--- src/rtl/bw_io_ddr_strobe_test_ctl.sv ---
// rtl/bw_io_ddr_strobe_test_ctl.sv - glitch-free sequencer for the DDR pad strobe test mux
module bw_io_ddr_strobe_test_ctl #(
  parameter int GUARD_CYC = 4,
  parameter int CNT_W     = 8
) (
  input  logic             clk,
  input  logic             rst_l,
  input  logic             test_req,
  input  logic             test_abort,
  input  logic [CNT_W-1:0] burst_len,
  input  logic [3:0]       half_period,
  output logic             testmode_l,
  output logic             strobe,
  output logic             busy,
  output logic             done,
  output logic [CNT_W-1:0] pulse_cnt
);

  typedef enum logic [2:0] {
    IDLE  = 3'd0,
    ENTER = 3'd1,
    HIGH  = 3'd2,
    LOW   = 3'd3,
    EXIT  = 3'd4
  } state_t;

  // Last guard count; guard cycles run 0..GUARD_CYC-1 in ENTER and EXIT.
  localparam logic [3:0] GUARD_LAST = 4'(GUARD_CYC - 1);

  state_t           state;
  logic [3:0]       guard_cnt;
  logic [3:0]       phase_cnt;
  logic [3:0]       hp_q;
  logic [CNT_W-1:0] len_q;
  logic [CNT_W-1:0] pulse_inc;

  // Count after the pulse that is just finishing; never exceeds len_q so it cannot wrap.
  assign pulse_inc = pulse_cnt + CNT_W'(1);

  // Sequencer: state, counters and every output are flops so the mux select never glitches.
  always_ff @(posedge clk or negedge rst_l) begin
    if (!rst_l) begin
      state      <= IDLE;
      guard_cnt  <= '0;
      phase_cnt  <= '0;
      hp_q       <= '0;
      len_q      <= '0;
      pulse_cnt  <= '0;
      testmode_l <= 1'b1;
      strobe     <= 1'b0;
      busy       <= 1'b0;
      done       <= 1'b0;
    end else begin
      done <= 1'b0;
      case (state)
        IDLE: begin
          // Also covers the done cycle: a still-high request is taken here.
          if (test_req) begin
            len_q      <= burst_len;
            hp_q       <= half_period;
            pulse_cnt  <= '0;
            guard_cnt  <= '0;
            phase_cnt  <= '0;
            testmode_l <= 1'b0;
            busy       <= 1'b1;
            state      <= ENTER;
          end
        end
        ENTER: begin
          if (test_abort) begin
            guard_cnt <= '0;
            state     <= EXIT;
          end else if (guard_cnt == GUARD_LAST) begin
            guard_cnt <= '0;
            phase_cnt <= '0;
            if (len_q == '0) begin
              state <= EXIT;
            end else begin
              strobe <= 1'b1;
              state  <= HIGH;
            end
          end else begin
            guard_cnt <= guard_cnt + 4'd1;
          end
        end
        HIGH: begin
          if (test_abort) begin
            strobe    <= 1'b0;
            guard_cnt <= '0;
            state     <= EXIT;
          end else if (phase_cnt == hp_q) begin
            strobe    <= 1'b0;
            phase_cnt <= '0;
            state     <= LOW;
          end else begin
            phase_cnt <= phase_cnt + 4'd1;
          end
        end
        LOW: begin
          // An abort wins even on the last LOW cycle, so that pulse is not counted.
          if (test_abort) begin
            guard_cnt <= '0;
            state     <= EXIT;
          end else if (phase_cnt == hp_q) begin
            pulse_cnt <= pulse_inc;
            phase_cnt <= '0;
            if (pulse_inc == len_q) begin
              guard_cnt <= '0;
              state     <= EXIT;
            end else begin
              strobe <= 1'b1;
              state  <= HIGH;
            end
          end else begin
            phase_cnt <= phase_cnt + 4'd1;
          end
        end
        EXIT: begin
          if (guard_cnt == GUARD_LAST) begin
            guard_cnt  <= '0;
            testmode_l <= 1'b1;
            busy       <= 1'b0;
            done       <= 1'b1;
            state      <= IDLE;
          end else begin
            guard_cnt <= guard_cnt + 4'd1;
          end
        end
        default: begin
          strobe     <= 1'b0;
          testmode_l <= 1'b1;
          busy       <= 1'b0;
          state      <= IDLE;
        end
      endcase
    end
  end

endmodule

--- config.mk ---
export PLATFORM = sky130hd
export DESIGN_NAME = bw_io_ddr_strobe_test_ctl
export DESIGN_NICKNAME = d
export VERILOG_FILES = /design/src/rtl/bw_io_ddr_strobe_test_ctl.sv
export SDC_FILE = /design/constraint.sdc
export NUM_CORES = 1
export LEC_CHECK = 0
export BUFFER_PORTS_ARGS = -buffer_cell sky130_fd_sc_hd__buf_2
export CELL_PAD_IN_SITES_DETAIL_PLACEMENT = 0
export CELL_PAD_IN_SITES_GLOBAL_PLACEMENT = 2
export CORE_MARGIN = 8
export CORE_UTILIZATION = 39
export CTS_BUF_LIST = sky130_fd_sc_hd__clkbuf_8 sky130_fd_sc_hd__clkbuf_16
export DETAILED_ROUTE_END_ITERATION = 10
export PLACE_DENSITY_LB_ADDON = 0.15
export REMOVE_ABC_BUFFERS = 1
export SYNTH_ARGS = -nofsm -noshare
export SYNTH_HDL_FRONTEND = slang
export SYNTH_SLANG_ARGS = --single-unit
--- constraint.sdc ---
create_clock -name clk -period 5.2 [get_ports clk]
set_input_delay 1.04 -clock clk [delete_from_list [all_inputs] [get_ports clk]]
set_output_delay 1.04 -clock clk [all_outputs]
set_load 0.005 [all_outputs]
==> impl_metrics.csv, run 1 <==
group,metric,value,unit
status,status,"finished clean",
yosys,yosys.area_share.simple,18.6,%
sta,rsz0062_at_grt,"false",
setup_path,cp.arrival,3030,ps
routing,viasPerCell,5.52,
routing,drc,0,
grt,grt_pass1_vias,1681,
setup_path,criticalPathCategory,"flop to flop",
grt,grt.total_usage,13.4,%
yosys,ys.flop_type,"dfrtp_1",
yosys,synth_top_family_by_area,"compound AO/OA/AOI/OAI gates",
setup_path,worst-path-stages,6,
pwr,swShare,37.8,%
setup_path,worstSetupStartpointType,"flop",
sta,worst_slew_pin_slew,1070,ps
setup_path,crit_family,"simple AND/OR/NAND/NOR gates",
worst_hold_path,whs_path_depth,1,
clock_network,cts_resized,0,
sta,maxSlewHeadroom,28.4,%
grt,use_met1,16.3,%
die,io_pins,28,
yosys,yosys_warnings,0,
sta,setup_viol,0,
sta,drv_slew,0,
clock_network,htreeDepth,2,
setup_path,cpMaxStageDelayCell,"nor2_1",
pwr,combPwrFrac,36.4,%
clock_network,clk_path_buf_depth,2,
clock_network,cts_tree,"built",
yosys,synthesis.area,2020,um2
pwr,static-leakage-power,1.01,nW
clock_network,postCtsSetupBuffers,0,
pwr,seqPwrFrac,43.4,%
pwr,irDropWorstVdd,0.272,mV
setup_path,cp.required,5370,ps
grt,top_usage_layer,"met2",
sta,min_period,2860,ps
clock_network,clk_latency,290,ps
placed_design,port_buffers,27,
grt,antenna_found_initial,0,
routing,routedWlPerCell,16.1,um
die,initial_utilization,40.0,%
die,die_y,87.9,um
routing,first_pass_iters,5,
die,dieArea,7730,um2
layout,diodes,0,
pwr,power,0.00107,W
die,core_region_area,5040,um2
sta,finalSetupTns,0,ps
yosys,synth_compound_area_share,19.0,%
setup_path,critical_path.startpoint,"state[0]",
clock_network,cts_root_buf,"clkbuf_8",
routing,initialDrtViolationCount,47,
grt,grt_max_degree,36,
flow_run,cap_violations,0,
yosys,synth_cell_types,46,
setup_path,endpoint_kind,"flop",
yosys,synth-xor-area-share,6.08,%
setup_path,max_stage_delay,850,ps
placed_design,pre_cts_ws,2050,ps
yosys,ys_ff_latch,35,
yosys,async_reset_ff_share,100,%
setup_path,path_common_cell,"nor2_1",
yosys,synth_mux_area_share,8.80,%
setup_path,worstReg2RegStart,"state[0]",
routing,finalWirelength,4770,um
setup_path,critical_path.cell_chain,"nor2_1, nand2_1, nor2_1, o22ai_1, o21ai_0, o31ai_1",
setup_path,r2r_cells,6,
clock_network,cts_buffers,5,
sta,finalHoldViolCount,0,
pwr,power.density,462,nW/um2
placed_design,place_congestion,0.787,
die,die_w,87.9,um
layout,drive_above_1_share,24.7,%
pwr,clkPwrFrac,20.3,%
pwr,power.internal,0.000664,W
worst_hold_path,hold_path_class,"flop to flop",
layout,final_nets,245,
die,rows,26,
yosys,avgSynthCellArea,10.1,um2
grt,grt_remaining_overflow,0,
setup_path,endpoint,"pulse_cnt[4]",
sta,finalCritPeriodShare,55.0,%
grt,grtUsageMet2,22.0,%
placed_design,dp_hpwl,3510,um
yosys,syn_inst,200,
setup_path,r2r_setup_slack,2340,ps
pwr,p_sw,0.000403,W
yosys,synth_edf_count,0,
yosys,yosysSeqAreaShare,43.5,%
routing,num_vias,1639,
grt,grt_use_met3,3.56,%
layout,area_growth,14.3,%
setup_path,crit_buf_inv,0,
clock_network,cts_hold_buf,0,
sta,maxClockFrequency,350,MHz
sta,layout_setup_ws,2340,ps
sta,clock_skew,9.50,ps
grt,grt_pass1_wl,8050,um
clock_network,clock_sinks,35,
clock_network,path_clk_slew,80,ps
setup_path,worstReg2RegEnd,"pulse_cnt[4]",
setup_path,cp_max_fo,14,
routing,ant_nets,0,
yosys,synth-adder-area-share,1.86,%
[synthesized netlist by cell type, types with 2 or more instances]
cell type	count	share of area, %
a211o_1	2	0.87
a21oi_1	6	1.5
a22o_1	4	1.7
a31oi_1	4	1.2
and3_1	5	1.5
buf_2	3	0.74
clkbuf_1	5	0.93
dfrtp_1	34	42
ha_1	3	1.9
inv_1	3	0.56
mux2_2	14	7.8
mux2i_1	2	0.99
nand2_1	13	2.4
nand2b_1	2	0.62
nand3_1	5	1.2
nand3b_1	2	0.74
nand4_1	2	0.62
nor2_1	18	3.3
nor2b_1	4	1.2
nor3_1	6	1.5
nor4_1	2	0.62
nor4_4	2	2.1
o21a_1	2	0.74
o21ai_0	18	4.5
o21ai_1	2	0.50
o31ai_1	3	1.1
o41ai_1	3	1.3
xnor2_1	7	3.0
xor2_1	7	3.0
[flip-flops by register name, summed over array words and instances, names as in the netlist]
| register | cells |
|---|---|
| len_q | 8 |
| state | 3 |
| busy | 1 |
| pulse_cnt | 8 |
| done | 1 |
| hp_q | 4 |
| testmode_l | 1 |
| guard_cnt | 4 |
| strobe | 1 |
| phase_cnt | 4 |
[power groups by stage]
stage | Sequential (W) | Clock (W) | Combinational (W)
floorplan | 0.000435 | 0 | 0.000309
CTS | 0.000462 | 0.000224 | 0.000393
detailed placement | 0.000468 | 0 | 0.000392
global route | 0.000477 | 0.000235 | 0.000436
finish | 0.000463 | 0.000216 | 0.000388
global placement | 0.000461 | 0 | 0.000383
[layout by cell type, fill, tap and decap left out, drive strengths merged, types with 2 or more instances in the layout]
cell / count
a211o: 2
a21oi: 6
a22o: 4
a31oi: 4
and3: 5
buf: 27
clkbuf: 7
dfrtp: 34
ha: 3
inv: 4
mux2: 14
mux2i: 2
nand2: 13
nand2b: 2
nand3: 6
nand3b: 2
nand4: 2
nor2: 18
nor2b: 4
nor3: 6
nor4: 4
o21a: 2
o21ai: 20
o31ai: 3
o41ai: 3
xnor2: 7
xor2: 7
[worst reg2reg max path, cell delays in order (launching register included)]
cell and delay, ps:
dfrtp_1 520, nor2_1 330, nand2_1 230, nor2_1 850, o22ai_1 430, o21ai_0 290, o31ai_1 90
[area by class of cell]
cell class,count,area [um2]
Inverter,3,11.3
Multi-Input combinational cell,154,1100
Timing Repair Buffer,27,135
Clock inverter,1,3.75
Fill cell,512,2740
Clock buffer,7,96.3
Sequential cell,35,877
Tap cell,70,87.6
[kinds of logic after synthesis]
kind of cell / count (synthesis)
multiplexers: 16
adder cells (fa/ha/maj): 3
AND/OR/NAND/NOR: 67
buffers and inverters: 11
flip-flops: 35
AO/OA/AOI/OAI: 54
XOR/XNOR: 14
[layer usage]
metal  up-vias  wire (um)  share of wire (%)
met5         -          0                  0
met4         0         76                1.6
met3         7        179                3.8
met2        25       2380                 50
met1       813       2130                 45
li1        794          -                  -
[how the worst min path moves through the flow]
| stage | start | to |
|---|---|---|
| after floorplan | phase_cnt[3] | phase_cnt[3] |
| after global placement | strobe | strobe |
| after detailed placement | strobe | strobe |
| after CTS | strobe | strobe |
| after global routing | strobe | strobe |
| final | strobe | strobe |
[stage by stage]
step | hold slack [ps] | instance area (um2) | utilization [%] | cells
CTS | 496 | 2310 | 45.8 | 297
global placement | 474 | 2210 | 43.8 | 289
global route | 524 | 2310 | 45.8 | 297
detailed placement | 479 | 2210 | 43.8 | 289
finish | 488 | 2310 | 45.8 | 297
floorplan | 470 | 1980 | - | 192
(Power assumes the default switching activity.)
==> run 2, diff against run 1 <==
Settings changed: ABC_AREA set to 1, CORE_UTILIZATION 39 to 33.
Clock period 5.2 ns to 2.8 ns, I/O delays scaled along.
==> run 2 against run 1 <==
  * Clock-buffer cell count decreased by 2
  * Clock skew about the same
  * Global-route usage decreased by 1.1 points
  * Synthesized area decreased by 0.43%
  * Sequential power increased by 73%
  * Routed wire length increased by 3.0%
  * Core utilization decreased by 6.8 points
  * Die area increased by 14%
  * Critical path depth increased by 4
  * Sequential cell count unchanged
==> impl_metrics.csv, run 2 <==
group,metric,value,unit
clock_network,cts_root_buf,"clkbuf_8",
sta,finalCritPeriodShare,69.3,%
die,initial_utilization,33.9,%
sta,maxSlewHeadroom,47.1,%
grt,grt_pass1_wl,8400,um
pwr,static-leakage-power,1.20,nW
routing,viasPerCell,4.71,
die,dieArea,8840,um2
grt,grt.total_usage,12.3,%
clock_network,clk_path_buf_depth,2,
layout,final_cells,369,
clock_network,path_clk_slew,80,ps
yosys,synth_most_common_cell,"nand2_1",
setup_path,cp.required,2980,ps
yosys,synthesis.area,2010,um2
setup_path,worstReg2RegStart,"pulse_cnt[0]",
yosys,syn_inst,262,
clock_network,cts_tree,"built",
routing,initialDrtViolationCount,57,
yosys,yosysTopAreaCellShare,42.3,%
sta,maxClockFrequency,516,MHz
pwr,irDropWorstVdd,0.298,mV
pwr,swShare,43.0,%
yosys,synth_largest_area_cell,"dfrtp_1",
placed_design,pre_cts_ws,870,ps
routing,ant_nets,0,
routing,routedWlPerCell,13.3,um
grt,antenna_found_initial,0,
layout,final_nets,312,
grt,grt_max_degree,36,
clock_network,clk_latency,290,ps
setup_path,critical_path.cell_chain,"ha_1, nand3_1, o21ai_0, a21oi_1, nor2_1, nand3_1, nand2_2, nand3_2, nand2_1, nand2_1",
yosys,synth_edf_count,0,
yosys,yosys-top-cells-count,"83 x nand2_1, 34 x dfrtp_1, 28 x inv_1, 24 x nand3_1, 13 x o21ai_0",
pwr,power.internal,0.00114,W
layout,layout_common_cells,"83 x nand2_1, 34 x dfrtp_1, 30 x inv_1",
setup_path,criticalPathCategory,"flop to flop",
placed_design,dpl.cell_count,361,
setup_path,worstSetupStartpointType,"flop",
routing,first_pass_iters,4,
yosys,synth_area_leaders,"dfrtp_1 42%, nand2_1 16%, nand3_1 6.0%, inv_1 5.2%, xor2_1 3.9%",
clock_network,cts_resized,0,
sta,finalSetupTns,0,ps
pwr,power.density,863,nW/um2
placed_design,dp_hpwl,3780,um
sta,rsz0062_at_grt,"false",
setup_path,max_stage_delay,490,ps
routing,drc,0,
layout,largest_registers,"len_q (8), pulse_cnt (8)",
sta,setup_viol,0,
placed_design,port_buffers,27,
clock_network,cts_buffers,5,
sta,clock_skew,9.21,ps
setup_path,critical_path.startpoint,"pulse_cnt[0]",
sta,finalHoldViolCount,0,
pwr,power,0.00199,W
sta,layout_setup_ws,861,ps
setup_path,cp.arrival,2120,ps
setup_path,cp_max_fo,7,
sta,worst_slew_pin_slew,794,ps
yosys,yosys_warnings,0,
yosys,yosysSeqAreaShare,43.6,%
die,core_region_area,5920,um2
sta,drv_slew,0,
clock_network,postCtsSetupBuffers,0,
die,die_w,94.0,um
clock_network,htreeDepth,2,
placed_design,place_congestion,0.814,
setup_path,endpoint_kind,"flop",
die,die_y,94.0,um
yosys,ys_ff_latch,35,
die,io_pins,28,
die,rows,28,
yosys,async_reset_ff_share,100,%
sta,min_period,1940,ps
status,status,"finished clean",
pwr,combPwrFrac,42.1,%
pwr,p_sw,0.000855,W
layout,diodes,0,
pwr,seqPwrFrac,40.2,%
grt,grt_remaining_overflow,0,
worst_hold_path,hold_path_class,"input pin to asynchronous set/reset pin",
setup_path,cpMaxStageDelayCell,"dfrtp_1",
pwr,clkPwrFrac,17.7,%
yosys,ys.flop_type,"dfrtp_1",
clock_network,clock_sinks,35,
clock_network,cts_hold_buf,0,
routing,finalWirelength,4910,um
layout,fill_cells,638,
yosys,synth_cell_types,32,
routing,num_vias,1738,
layout,area_growth,14.8,%
layout,layout_commonest_cell,"nand2_1",
sta,hold_ws,344,ps
flow_run,cap_violations,0,
grt,grt_pass1_vias,1761,
layout,drive_above_1_share,20.4,%
yosys,avgSynthCellArea,7.67,um2
-- run 2: cell types whose count changed after synthesis, moves of 6 or more --
cell,change
mux2_2,-14
inv_2,+6
inv_1,+25
nor2_1,-8
nand2_1,+70
xnor2_1,-6
nand3_1,+19
-- run 2: logic make-up (layout without fill, tap and decap cells) --
kind of cell / Yosys count / after routing / synth area share, %
simple gates: 142 / 142 / 33.0
flops: 35 / 35 / 43.6
compound gates: 35 / 35 / 10.1
fa+ha+maj: 3 / 3 / 1.87
buf+inv: 37 / 69 / 7.04
xor+xnor: 10 / 10 / 4.36
-- run 2: metal layers --
layer,GRT usage [%],share of wire (%)
met1,15.4,51
met2,19.4,44
met3,4.16,3.7
met4,3.96,1.3
met5,0,0
-- run 2: path summary, 6_finish.rpt --
check | to | slack, ps | cells past startpoint
worst max-delay path | guard_cnt[3] | 860 | 10
worst min-delay path | len_q[2] | 340 | 1
worst max register to register | guard_cnt[3] | 860 | 10
worst min register to register | strobe | 470 | 2
max in group asynchronous | state[2] | 1940 | 1
min in group clk | hp_q[3] | 460 | 3
-- run 2: final cells by class --
cell class	count	area [um2]	area share, %
inverters	34	128	5.53
clock buffers	5	68.8	2.98
well taps	75	93.8	4.07
clock inverters	3	12.5	0.543
repair buffers	27	135	5.86
flip-flops and latches	35	877	38.0
multi-input cells	190	991	43.0
-- run 2: worst max-delay path, delay by kind of cell, from the launching register on --
family          cells  cell delay [ps]
simple gates        7              750
compound gates      2              350
flops               1              490
fa+ha+maj           1              240
-- run 2: power by group through the flow --
stage | clock [W] | sequential (W) | combinational, W
floorplan | 0 | 0.000785 | 0.000626
global placement | 0 | 0.000814 | 0.000856
detailed placement | 0 | 0.000814 | 0.000852
CTS | 0.000366 | 0.000804 | 0.000857
global route | 0.000397 | 0.000823 | 0.000976
finish | 0.000353 | 0.000800 | 0.000837
-- run 2: through the flow --
step           cell area [um2]  util, %
6_report                  2310     38.9
2_1_floorplan             2000        -
4_1_cts                   2310     38.9
3_5_place_dp              2220     37.6
3_3_place_gp              2220     37.6
5_1_grt                   2310     38.9
